**src/rtl/filter_iir1_tdm.sv**
```systemverilog
// ---------------------------------------------------------------------------
// filter_iir1_tdm
//
// First-order IIR filter, H(z) = (b0 + b1*z^-1) / (1 + a1*z^-1), shared in
// time over CHANNELS independent channel states.  Direct form II:
//   w[n] = x[n] - a1*w[n-1]
//   y[n] = b0*w[n] + b1*w[n-1]
// Coefficients and bypass are sampled together with each input sample, so
// any change takes effect exactly on a sample boundary.  All products are
// formed at full width, rounded half-up, and every narrowing saturates.
//
// Pipeline (one sample per clock, in_valid -> out_valid is 4 edges):
//   S1  register sample, channel, coefficients, bypass
//   S2  read state[ch], compute w, write state[ch], register w / w_prev
//   S3  register the two rounded b-products
//   S4  sum, saturate, scale, drive outputs
//
// Ports
//   clk          clock, rising edge
//   rst_n        asynchronous active-low reset
//   in_valid     input sample strobe
//   in_channel   channel of the input sample (>= CHANNELS: sample dropped)
//   in           signed input sample
//   b0, b1, a1   signed coefficients (a1 is the denominator sign as written)
//   bypass       pass the sample through unfiltered (state still updated)
//   clear        zero every channel state at the next edge
//   out_valid    one-cycle result strobe
//   out_channel  channel of the result (held between strobes)
//   out          signed result (held between strobes)
// ---------------------------------------------------------------------------
module filter_iir1_tdm #(
  parameter int DATA_WIDTH = 9,
  parameter int CHANNELS   = 2,
  parameter int COEF_WIDTH = 12,
  parameter int A_FRAC     = 10,
  parameter int B_FRAC     = 10,
  parameter int GUARD      = 1,
  localparam int CW        = (CHANNELS > 1) ? $clog2(CHANNELS) : 1
) (
  input  logic                         clk,
  input  logic                         rst_n,
  input  logic                         in_valid,
  input  logic [CW-1:0]                in_channel,
  input  logic signed [DATA_WIDTH-1:0] in,
  input  logic signed [COEF_WIDTH-1:0] b0,
  input  logic signed [COEF_WIDTH-1:0] b1,
  input  logic signed [COEF_WIDTH-1:0] a1,
  input  logic                         bypass,
  input  logic                         clear,
  output logic                         out_valid,
  output logic [CW-1:0]                out_channel,
  output logic signed [DATA_WIDTH-1:0] out
);

  localparam int IW = DATA_WIDTH + GUARD + 1;  // internal state width
  localparam int PW = IW + COEF_WIDTH;         // full product width
  localparam int AW = PW + 2;                  // accumulate width, never wraps

  localparam logic [CW:0]              CH_LIM = (CW+1)'(CHANNELS);
  localparam logic signed [AW-1:0]     RND_A  = AW'(1 << (A_FRAC - 1));
  localparam logic signed [AW-1:0]     RND_B  = AW'(1 << (B_FRAC - 1));
  localparam logic signed [AW-1:0]     IW_MAX = AW'((1 << (IW - 1)) - 1);
  localparam logic signed [AW-1:0]     IW_MIN = ~IW_MAX;
  localparam logic signed [IW-1:0]     DW_MAX = IW'((1 << (DATA_WIDTH - 1)) - 1);
  localparam logic signed [IW-1:0]     DW_MIN = ~DW_MAX;

  function automatic logic signed [IW-1:0] sat_iw(input logic signed [AW-1:0] v);
    if (v > IW_MAX)      return IW_MAX[IW-1:0];
    else if (v < IW_MIN) return IW_MIN[IW-1:0];
    else                 return v[IW-1:0];
  endfunction

  function automatic logic signed [DATA_WIDTH-1:0] sat_dw(input logic signed [IW-1:0] v);
    if (v > DW_MAX)      return DW_MAX[DATA_WIDTH-1:0];
    else if (v < DW_MIN) return DW_MIN[DATA_WIDTH-1:0];
    else                 return v[DATA_WIDTH-1:0];
  endfunction

  // ---------------- S1: capture ----------------
  logic                         s1_valid;
  logic [CW-1:0]                s1_ch;
  logic signed [DATA_WIDTH-1:0] s1_x;
  logic signed [COEF_WIDTH-1:0] s1_b0, s1_b1, s1_a1;
  logic                         s1_bypass;

  always_ff @(posedge clk or negedge rst_n) begin
    if (!rst_n) begin
      s1_valid  <= 1'b0;
      s1_ch     <= '0;
      s1_x      <= '0;
      s1_b0     <= '0;
      s1_b1     <= '0;
      s1_a1     <= '0;
      s1_bypass <= 1'b0;
    end else begin
      // Out-of-range channels never become valid, so they touch no state.
      s1_valid  <= in_valid && ({1'b0, in_channel} < CH_LIM);
      s1_ch     <= in_channel;
      s1_x      <= in;
      s1_b0     <= b0;
      s1_b1     <= b1;
      s1_a1     <= a1;
      s1_bypass <= bypass;
    end
  end

  // ---------------- S2: recursion ----------------
  logic signed [IW-1:0] state [CHANNELS];
  logic signed [IW-1:0] w_prev;
  logic signed [IW-1:0] x_iw;
  logic signed [PW-1:0] prod_a;
  logic signed [AW-1:0] acc_a;
  logic signed [AW-1:0] diff;
  logic signed [IW-1:0] w_new;

  always_comb begin
    // Channel mux written as a compare loop so an unused index never reads
    // past the end of the state array.
    w_prev = '0;
    for (int i = 0; i < CHANNELS; i++) begin
      if (s1_ch == CW'(i)) w_prev = state[i];
    end
    // A sample meeting clear sees an already-cleared history.
    if (clear) w_prev = '0;

    x_iw   = IW'(s1_x) <<< GUARD;
    prod_a = PW'(s1_a1) * PW'(w_prev);
    acc_a  = (AW'(prod_a) + RND_A) >>> A_FRAC;
    // Denominator sign is applied here: w = x - a1*w_prev.
    diff   = AW'(x_iw) - acc_a;
    w_new  = sat_iw(diff);
  end

  always_ff @(posedge clk or negedge rst_n) begin
    if (!rst_n) begin
      for (int i = 0; i < CHANNELS; i++) state[i] <= '0;
    end else if (clear) begin
      for (int i = 0; i < CHANNELS; i++) state[i] <= '0;
    end else if (s1_valid) begin
      for (int i = 0; i < CHANNELS; i++) begin
        if (s1_ch == CW'(i)) state[i] <= w_new;
      end
    end
  end

  logic                         s2_valid;
  logic [CW-1:0]                s2_ch;
  logic signed [IW-1:0]         s2_w, s2_wp;
  logic signed [COEF_WIDTH-1:0] s2_b0, s2_b1;
  logic                         s2_bypass;
  logic signed [DATA_WIDTH-1:0] s2_raw;

  always_ff @(posedge clk or negedge rst_n) begin
    if (!rst_n) begin
      s2_valid  <= 1'b0;
      s2_ch     <= '0;
      s2_w      <= '0;
      s2_wp     <= '0;
      s2_b0     <= '0;
      s2_b1     <= '0;
      s2_bypass <= 1'b0;
      s2_raw    <= '0;
    end else begin
      s2_valid  <= s1_valid;
      s2_ch     <= s1_ch;
      s2_w      <= w_new;
      s2_wp     <= w_prev;
      s2_b0     <= s1_b0;
      s2_b1     <= s1_b1;
      s2_bypass <= s1_bypass;
      s2_raw    <= s1_x;
    end
  end

  // ---------------- S3: numerator products ----------------
  logic signed [PW-1:0] prod_b0, prod_b1;
  logic signed [AW-1:0] rnd_b0, rnd_b1;

  always_comb begin
    prod_b0 = PW'(s2_b0) * PW'(s2_w);
    prod_b1 = PW'(s2_b1) * PW'(s2_wp);
    rnd_b0  = (AW'(prod_b0) + RND_B) >>> B_FRAC;
    rnd_b1  = (AW'(prod_b1) + RND_B) >>> B_FRAC;
  end

  logic                         s3_valid;
  logic [CW-1:0]                s3_ch;
  logic signed [AW-1:0]         s3_p0, s3_p1;
  logic                         s3_bypass;
  logic signed [DATA_WIDTH-1:0] s3_raw;

  always_ff @(posedge clk or negedge rst_n) begin
    if (!rst_n) begin
      s3_valid  <= 1'b0;
      s3_ch     <= '0;
      s3_p0     <= '0;
      s3_p1     <= '0;
      s3_bypass <= 1'b0;
      s3_raw    <= '0;
    end else begin
      s3_valid  <= s2_valid;
      s3_ch     <= s2_ch;
      s3_p0     <= rnd_b0;
      s3_p1     <= rnd_b1;
      s3_bypass <= s2_bypass;
      s3_raw    <= s2_raw;
    end
  end

  // ---------------- S4: sum, scale, output ----------------
  logic signed [AW-1:0]         y_sum;
  logic signed [IW-1:0]         y_iw;
  logic signed [IW-1:0]         y_sh;
  logic signed [DATA_WIDTH-1:0] y_dw;

  always_comb begin
    // Rounded products carry at most AW-B_FRAC significant bits, so this
    // sum stays inside AW.
    y_sum = s3_p0 + s3_p1;
    y_iw  = sat_iw(y_sum);
    y_sh  = y_iw >>> GUARD;
    y_dw  = sat_dw(y_sh);
  end

  always_ff @(posedge clk or negedge rst_n) begin
    if (!rst_n) begin
      out_valid   <= 1'b0;
      out_channel <= '0;
      out         <= '0;
    end else begin
      out_valid <= s3_valid;
      if (s3_valid) begin
        out_channel <= s3_ch;
        out         <= s3_bypass ? s3_raw : y_dw;
      end
    end
  end

endmodule

```
**config.mk**
```make
export PLATFORM = sky130hd
export DESIGN_NAME = filter_iir1_tdm
export DESIGN_NICKNAME = d
export VERILOG_FILES = /design/src/rtl/filter_iir1_tdm.sv
export SDC_FILE = /design/constraint.sdc
export NUM_CORES = 1
export LEC_CHECK = 0
export ABC_AREA = 1
export ABC_CLOCK_PERIOD_IN_PS = 7700
export BUFFER_PORTS_ARGS = -buffer_cell sky130_fd_sc_hd__buf_2
export CORE_MARGIN = 5
export CORE_UTILIZATION = 45
export DETAILED_ROUTE_END_ITERATION = 8
export GPL_ROUTABILITY_DRIVEN = 0
export PLACE_DENSITY = 0.6
export SLEW_MARGIN = 20
export SYNTH_ARGS = -nofsm -noshare
export SYNTH_HDL_FRONTEND = slang
export SYNTH_SLANG_ARGS = --single-unit
```
**constraint.sdc**
```tcl
create_clock -name clk -period 7.7 [get_ports clk]
set_input_delay 0.385 -clock clk [delete_from_list [all_inputs] [get_ports clk]]
set_output_delay 0.385 -clock clk [all_outputs]
set_load 0.01 [all_outputs]
```
==> results of run 1 <==
[layout make-up]
type	count	area, µm²
fillers	4578	24900
inverters	618	2340
clock buffers	17	425
flip-flops and latches	179	4480
repair buffers	94	574
diodes	2	5.00
clock inverters	15	170
repair inverters	1	5.00
well taps	622	778
multi-input cells	1624	15000
[kinds of logic after synthesis]
group	count (synthesis)	share of synthesized area, %
AO/OA/AOI/OAI	159	4.21
flip-flops	179	20.3
buffers and inverters	689	11.8
AND/OR/NAND/NOR	831	15.5
XOR/XNOR	79	3.33
adder cells (fa/ha/maj)	555	44.8
[metal layers]
layer  global-route usage (%)  wire [µm]  part of all wire [%]  vias to the layer above
met5                        0          0                     0                        -
li1                         -          -                     -                     7373
met1                     25.7      20800                    41                     7899
met3                     2.62       2230                   4.5                      113
met4                     7.10       1850                   3.7                        0
met2                     34.3      25300                    50                      412
[layout by cell type (no fill, tap or decap), drive strengths merged, types with 33 or more instances in the layout]
cell	count
fa	389
nor2	138
nand2	584
a21oi	80
o21ai	39
xor2	46
nand3	64
dfrtp	179
buf	93
ha	166
xnor2	33
inv	616
[registers in the layout (all words and copies together) (netlist names), 11 cells and up]
signal	cells
s3_p0	14
s1_a1	12
s1_b1	12
state	22
s3_p1	14
s2_w	11
s2_wp	11
s2_b1	12
s1_b0	12
s2_b0	12
[timing repair]
action,CTS,global route
endpoints found under the hold margin,0,0
hold buffers,0,0
buffers inserted,0,22
setup endpoints to repair,0,33
gates resized for setup,0,19
[how the worst max path moves through the flow]
stage,from,to,slack (ns)
2_1_floorplan,s1_ch$_DFF_PN0_,state[20]$_DFFE_PN0P_,0.62
3_3_place_gp,clear,state[2]$_DFFE_PN0P_,0.31
3_5_place_dp,clear,state[13]$_DFFE_PN0P_,0.11
4_1_cts,s1_ch$_DFF_PN0_,state[11]$_DFFE_PN0P_,0.11
5_1_grt,s1_ch$_DFF_PN0_,state[12]$_DFFE_PN0P_,-0.03
6_report,s1_ch$_DFF_PN0_,state[5]$_DFFE_PN0P_,0.42
[worst reg2reg max path, delay by kind of cell, from the launching register on]
family	cells	cell delay, ns
adders and majority gates	7	3.10
and+or+nand+nor	17	1.84
AOI/OAI and AO/OA	6	0.93
buffers and inverters	5	0.53
xor gates and xnor gates	2	0.42
DFF	1	0.39
[metrics by stage]
step           instances  TNS, ns  hold WS [ns]  setup WS (ns)
6_report            3172        0        0.0275          0.422
5_1_grt             3171   -0.115       0.00384        -0.0336
3_3_place_gp        3115        0         0.332          0.308
3_5_place_dp        3115        0         0.335          0.112
4_1_cts             3147        0       0.00334          0.109
2_1_floorplan       2492        0        0.0894          0.619
==> results.md, run 1 <==
- Status: finished clean
- Skew final: approximately 0.013 ns
- Routed length per instance: 15.8 µm
- Ranking of synthesized cells by area: fa_1 (35%), dfrtp_1 (20%), inv_1 (10%)
- # H-tree levels: 4
- Post-Syn Area per Cell: 8.84 µm²
- Longest Clk Path Bufs: 2
- Syn. warnings: 0
- Post-Synthesis Cell Area: 0.0220 mm²
- Hold/Removal Path Class: input pin to asynchronous set/reset pin
- CP top delay family: adder cells
- Final Cell Area: 0.0238 mm²
- Net Count, Synth: 3098
- Initial detailed-routing violation count: 855
- Share of layout cells above drive strength 1: 8.12%
- Die H: between 200 and 250 µm
- Worst path most repeated cell: nand2_1
- CP arrival: 7.67 ns
- WP data required: 8.09 ns
- Overall global routing resource usage: 19.8%
- Antenna Nets Post-Route: 0
- Tmin final: between 7 and 8 ns
- Reg2reg end: state[5]$_DFFE_PN0P_
- Initial Util: 45.3%
- Vias: about 16000
- Crit Reg-Reg Startpoint: s1_ch$_DFF_PN0_
- I/O Buffers: 61
- Syn Inst Count: 2492
- Achievable Freq: ~140 MHz
- Die X: 231 µm
- DRT Pass-1 Iters: 7
- Post-synth top cells: inv_1 (613), nand2_1 (563), fa_1 (389), dfrtp_1 (179), ha_1 (166)
- Relative slew slack: a little over a third
- Total grt overflow: 0
- Post-synth EDFFs: 0
- Post-synth top area share: 35.3%
- Post-Route WL: 50.1 mm
- Critical path launch point type: flop
- Sequential area share after synthesis: between 20% and 30%
- Worst path depth: 37
- Post-layout util: around half
- Via/cell ratio: 4.98
- IO Pins: between 60 and 70
- Core area: 0.0486 mm²
- Clock root cell: clkbuf_16
- Main synth FF type: dfrtp_1
- Final #Nets: 3141
- Synth async-reset ratio: 100%
- Worst path slowest cell: fa_1
- Top cell type by total area after synthesis: fa_1
- CTS tree: built
- Fin crit share: 94.5%
- Register bit count reported by yosys: around 180
- Row count: 81
- Most common cell in the netlist: inv_1
- Crit. End Element: flop
- CP Max Fanout: 10
- Max-cap violations: 0
- Area growth, synth to finish: 7.86%
- DRC viols: 0
- Kind of critical path: flop to flop
- Clk slew on worst S/H paths: 0.08 ns
- Initial antenna violation count: 1
- Clk sinks: 179
- Max Slew Vio Count: 0
- Worst R2R Path Depth: 37
- Least-Margin Pin Slew: 0.959 ns
- Final hold viol count: 0
- Final HPWL DP: 40.9 mm
- Vias in the first global route: 17100
- Reg2Reg Setup Slack: 0.42 ns
- WP buf/inv: 5
- Die ar.: around 0.053 mm²
- Largest net degree at the start of global routing: 111
- Worst-Skew Late Latency: 0.45 ns
- Critical path's largest stage delay: ~0.55 ns
- Unique cell type count in the Yosys netlist: 50
- Final setup violation count: 0
- First-pass GRT wire length: approximately 85 mm
- Post-Place Cell Area: 0.0229 mm²
- CTS buffer count: 17
Power of run 1 is not shown: default switching activity piles up to over one toggle a cycle in this logic, so the estimate is an artifact.
==> run 2, diff against run 1 <==
Settings changed: CORE_UTILIZATION 45 to 40, PLACE_DENSITY 0.6 to 0.54.
==> run 2 against run 1 <==
Against the previous run: highest routed layer unchanged; register-to-register slack improved by 0.02 ns; die area rose by 12%; global-route usage fell by 1.9 points; worst hold slack got worse by 0.0045 ns; critical path depth fell by 3; routed wire length rose by 2.4%; sequential share of layout area fell by 0.36 points; clock skew rose by 0.00062 ns; critical path type unchanged; utilization fell by 4.7 points; fmax rose by 0.30%; first-iteration DRC count fell by 3.0%; non-clock buffer count rose by 31.
==> results.md, run 2 (synthesis gave the netlist of run 1 again) <==
- Die X: 245 µm
- Sequential Area: 0.00448 mm²
- Clock root cell: clkbuf_16
- Longest Clk Path Bufs: 2
- Initial antenna violation count: 1
- Critical path's largest stage delay: 0.66 ns
- DRT Pass-1 Iters: 7
- CP arrival: approximately 7.6 ns
- Tmin final: roughly 7.3 ns
- Most common cell after layout, fill and taps aside: inv_1
- Least-Margin Pin Slew: 0.915 ns
- Most frequent cells in the layout: inv_1 (607), nand2_1 (557), fa_1 (386), dfrtp_1 (178), ha_1 (166)
- Kind of critical path: flop to flop
- Post-Place Cell Area: about 0.023 mm²
- Vias: 15800
- Initial detailed-routing violation count: 829
- Antenna Cells: 0
- Worst path slowest cell: fa_2
- Non-filler cells, final: 3282
- Final hold viol count: 0
- Via/cell ratio: 4.81
- Antenna Nets Post-Route: 0
- Worst path most repeated cell: inv_1
- Multi-input gate area: about 0.015 mm²
- Placed cells: roughly 3200
- # H-tree levels: 4
- CP Max Fanout: 8
- Largest net degree at the start of global routing: 125
- Max Slew Vio Count: 0
- Regs by FF count: state x22, s3_p0 x14, s3_p1 x14
- I/O Buffers: 61
- Clk slew on worst S/H paths: approximately 0.080 ns
- Skew final: 0.0132 ns
- Total grt overflow: 0
- Fillcell total: 5448
- Initial Util: around two fifths
- Final HPWL DP: 41.7 mm
- Relative slew slack: 39.0%
- Die H: between 200 and 250 µm
- Crit. End Element: flop
- Die ar.: roughly 0.06 mm²
- Achievable Freq: 138 MHz
- CTS tree: built
- Core area: 0.0549 mm²
- Final setup violation count: 0
- Final Cell Area: 0.0242 mm²
- DRC viols: 0
- Reg with most FFs: state
- Overall global routing resource usage: 17.9%
- Vias in the first global route: 16900
- Final #Nets: ~3200
- Worst-Skew Late Latency: 0.47 ns
- Critical path launch point type: flop
- Clk sinks: 179
- Hold/Removal Path Class: input pin to asynchronous set/reset pin
- WP data required: 8.06 ns
- CTS buffer count: 17
- Max reg flops: 22
- IO Pins: 62
- Post-Route WL: 51.3 mm
- First-pass GRT wire length: 86.5 mm
- Max-cap violations: 0
- Row count: 86
- Routed length per instance: 15.6 µm
- Reg2Reg Setup Slack: 0.44 ns
- Area growth, synth to finish: 10.0%
- Share of layout cells above drive strength 1: 8.30%
- Unrepaired setup endpoints after global routing: false
- Status: finished clean
- Fin crit share: 94.2%
==> run 2: cell types whose count changed in the layout (fill, tap and decap cells not counted), sizes merged <==
cell and change:
nand2 +1, clkinvlp -4, inv +4, clkinv -4
buf -4, diode -2, dlygate4sd3 +35, bufinv +2
==> run 2: stage by stage <==
step | worst slack (ns) | TNS (ns) | util [%] | hold WS (ns)
2_1_floorplan | 0.619 | 0 | - | 0.0894
3_3_place_gp | 0.177 | 0 | 42.0 | 0.332
3_5_place_dp | -0.0162 | -0.0527 | 42.0 | 0.335
4_1_cts | 0.0384 | 0 | 43.8 | 0.0000603
5_1_grt | 0.00586 | 0 | 44.2 | 0.00465
6_report | 0.443 | 0 | 44.2 | 0.0230
==> run 2: critical path: cells and delay by family (launching register included) <==
| kind | cells | cell delay (ns) |
|---|---|---|
| fa+ha+maj | 7 | 3.35 |
| simple gates | 19 | 2.55 |
| buf+inv | 7 | 0.69 |
| flops | 1 | 0.46 |
| xor+xnor | 1 | 0.08 |
==> run 2: path summary, 6_finish.rpt <==
check | start | endpoint | depth (start not counted)
max | s1_ch$_DFF_PN0_ | state[7]$_DFFE_PN0P_ | 34
min | rst_n | s2_b0[11]$_DFF_PN0_ | 1
max reg2reg | s1_ch$_DFF_PN0_ | state[7]$_DFFE_PN0P_ | 34
min reg2reg | s2_raw[0]$_DFF_PN0_ | s3_raw[0]$_DFF_PN0_ | 0
max in group asynchronous | rst_n | s1_b1[4]$_DFF_PN0_ | 2
min in group clk | a1[4] | s1_a1[4]$_DFF_PN0_ | 1
==> run 2: final cells by class <==
cell class	count	area share (%)
Timing Repair Buffer	125	3.63
Sequential cell	179	18.5
Clock buffer	17	1.76
Tap cell	704	3.63
Clock inverter	14	0.785
Multi-Input combinational cell	1625	62.1
Inverter	618	9.64
==> run 2: layer usage <==
| layer | track usage, % | wire length (µm) | up-vias |
|---|---|---|---|
| met5 | 0 | 0 | - |
| met4 | 5.36 | 1190 | 0 |
| met3 | 1.75 | 1760 | 63 |
| met2 | 31.6 | 26500 | 311 |
| met1 | 23.6 | 21900 | 7979 |
| li1 | - | - | 7437 |
==> run 2: what timing repair did <==
item                                    4_1_cts  5_1_grt
gates resized for setup                       1       38
endpoints found under the hold margin        35        0
pin swaps                                     0       13
setup buffers                                 0       16
endpoints found under the setup margin       20       33
cloned                                        0        1
hold buffers                                 35        0
Power of run 2 is left out for the same reason.
==> run 3, diff against run 2 <==
--- a/config.mk
+++ b/config.mk
@@ -7,3 +7,2 @@
 export LEC_CHECK = 0
-export ABC_AREA = 1
 export ABC_CLOCK_PERIOD_IN_PS = 7700
@@ -15,2 +14,3 @@
 export PLACE_DENSITY = 0.54
+export REMOVE_ABC_BUFFERS = 1
 export SLEW_MARGIN = 20
==> constraint.sdc (replaced) <==
create_clock -name clk -period 7.7 [get_ports clk]
set_input_delay 0 -clock clk [delete_from_list [all_inputs] [get_ports clk]]
set_output_delay 0 -clock clk [all_outputs]
set_load 0.01 [all_outputs]
==> run 3 against run 2 <==
Against the previous run: the flow now finishes with violations (negative setup slack); utilization rose by 3.1 points; critical path depth stayed put; worst setup slack worse by 0.82 ns; critical path type unchanged.
==> results.md, run 3 <==
- Uppermost layer routed: met4
- Ranking of synthesized cells by area: fa_1 (36%), dfrtp_1 (21%), ha_1 (9.7%)
- Most frequent cells in the layout: inv_1 (432), fa_1 (384), nand2_1 (230), dfrtp_1 (178), ha_1 (161)
- Unique cell type count in the Yosys netlist: 68
- CP arrival: 8.44 ns
- Max reg flops: 22
- Status: complete, but fails checks
- # H-tree levels: 4
- Metal2 WL: approximately 26 mm
- Longest Clk Path Bufs: 2
- Placed cells: 2958
- Clk slew on worst S/H paths: 0.09 ns
- Final hold viol count: 0
- Post-synth top area share: 36.2%
- Unrepaired setup endpoints after global routing: true
- I/O Buffers: 61
- Die ar.: between 0.05 and 0.06 mm²
- Hold/Removal Path Class: input pin to flop
- DRC viols: 0
- Max-cap violations: 0
- Hold depth: 3
- Row count: 85
- Tmin final: 8.08 ns
- Overall global routing resource usage: 17.7%
- Critical path launch point type: flop
- Worst path most repeated cell: fa_1
- Regs by FF count: state x22, s3_p0 x14, s3_p1 x14
- Synth async-reset ratio: 100%
- CTS buffer count: 17
- WL met3: 1.20 mm
- Worst path slowest cell: fa_1
- Final HPWL DP: 40.5 mm
- Least-Margin Pin Slew: 0.984 ns
- Vias: ~15000
- Largest net degree at the start of global routing: ~120
- Final #Nets: 2962
- CTS tree: built
- Core area: 0.0536 mm²
- Share of layout cells above drive strength 1: 14.7%
- Non-filler cells, final: a little over 3000
- Main synth FF type: dfrtp_1
- Syn Inst Count: 2158
- First-pass GRT wire length: approximately 84 mm
- Worst R2R Path Depth: 34
- Post-Route WL: 49.9 mm
- Syn. warnings: 0
- Post-Synthesis Cell Area: 0.0215 mm²
- Post-synth EDFFs: 0
- DRT Pass-1 Iters: 4
- Relative slew slack: ~34%
- Critical path's largest stage delay: 0.52 ns
- Post-Syn Area per Cell: 9.97 µm²
- Clk sinks: 179
- Die H: between 200 and 250 µm
- Most common cell in the netlist: inv_1
- Initial Util: 40.1%
- Antenna Nets Post-Route: 0
- Via/cell ratio: 4.90
- Kind of critical path: flop to flop
- Max Slew Vio Count: 0
- Vias in the first global route: ~17000
- WP data required: between 8 and 9 ns
- Clock root cell: clkbuf_16
- Fin crit share: 105%
- Fillcell total: 5068
- Area growth, synth to finish: 17.8%
- Top cell type by total area after synthesis: fa_1
- Reg with most FFs: state
- Sequential area share after synthesis: between 20% and 30%
- CP Max Fanout: 7
- Skew final: 0.0177 ns
- Routed length on met1: around 21 mm
- Post-layout util: 47.3%
- Violations in the final reports: negative setup slack
- Total grt overflow: 0
- PnR worst setup slack: -0.379 ns
- Achievable Freq: 124 MHz
- Worst-Skew Late Latency: 0.48 ns
- Register bit count reported by yosys: 179
- Initial detailed-routing violation count: between 600 and 700
- Final setup violation count: 33
- Crit. End Element: flop
- IO Pins: between 60 and 70
- Die X: ~240 µm
- Post-synth top cells: inv_1 (438), fa_1 (389), nand2_1 (234), dfrtp_1 (179), ha_1 (166)
- Initial antenna violation count: 1
- Most common cell after layout, fill and taps aside: inv_1
- Routed length per instance: between 15 and 20 µm
==> run 3: final cells by class <==
cell class / instances / area, µm² / share of cell area, %
Clock inverter: 15 / 191 / 0.755
Antenna cell: 3 / 7.51 / 0.0296
Clock buffer: 17 / 425 / 1.68
Inverter: 438 / 1640 / 6.49
Tap cell: 696 / 871 / 3.44
Sequential cell: 179 / 4480 / 17.7
Timing Repair Buffer: 271 / 2190 / 8.64
Multi-Input combinational cell: 1449 / 15500 / 61.3
==> run 3: path summary, 6_finish.rpt <==
path	from	end	slack (ns)
max in group asynchronous	rst_n	s2_b1[3]$_DFF_PN0_	6.01
max	s1_ch$_DFF_PN0_	s2_w[1]$_DFF_PN0_	-0.38
min	clear	s2_wp[5]$_DFF_PN0_	0.06
max reg2reg	s1_ch$_DFF_PN0_	s2_w[1]$_DFF_PN0_	-0.38
min reg2reg	s1_b1[0]$_DFF_PN0_	s2_b1[0]$_DFF_PN0_	0.35
min in group asynchronous	rst_n	out_valid$_DFF_PN0_	0.25
==> run 3: what timing repair did <==
| item | in CTS | in global routing |
|---|---|---|
| endpoints found under the setup margin | 33 | 33 |
| gates resized for setup | 59 | 60 |
| buffers inserted | 11 | 13 |
| gates cloned | 3 | 1 |
| hold endpoints to repair | 162 | 0 |
| pin swaps | 31 | 36 |
| hold buffers | 49 | 0 |
==> run 3: cells by family (layout without fill, tap and decap cells) <==
family,Yosys count,count (layout),synth area share [%]
multiplexers,15,16,0.738
XOR/XNOR,60,60,2.44
buffers and inverters,531,741,9.35
AO/OA/AOI/OAI,209,209,6.72
adder cells (fa/ha/maj),555,555,45.8
AND/OR/NAND/NOR,609,609,14.1
flip-flops,179,179,20.8
other,0,3,0
==> run 3: routing by layer <==
metal	up-vias	track usage (%)
met5	-	0
met1	7715	23.2
met2	224	31.1
met3	74	1.74
li1	7013	-
met4	0	5.76
==> run 3: worst max-delay path, delay by kind of cell (launching register included) <==
family                     cells  cell delay [ns]
adders and majority gates      7             2.79
buffers and inverters          8             0.86
DFF                            1             0.50
muxes                          2             0.41
and+or+nand+nor                8             1.14
AOI/OAI and AO/OA              9             2.26
==> run 3: per-stage QoR <==
stage	setup TNS [ns]	cell area (µm²)	worst slack, ns	hold slack, ns
after floorplan	-24.07	21200	-0.830	-0.296
after global placement	-28.94	23400	-1.06	0.108
after detailed placement	-33.01	23400	-1.25	0.109
after CTS	-14.77	24900	-0.538	0.00828
after global routing	-20.58	25300	-0.723	0.0696
final	-9.96	25300	-0.379	0.0564
Power of run 3 is left out for the same reason.
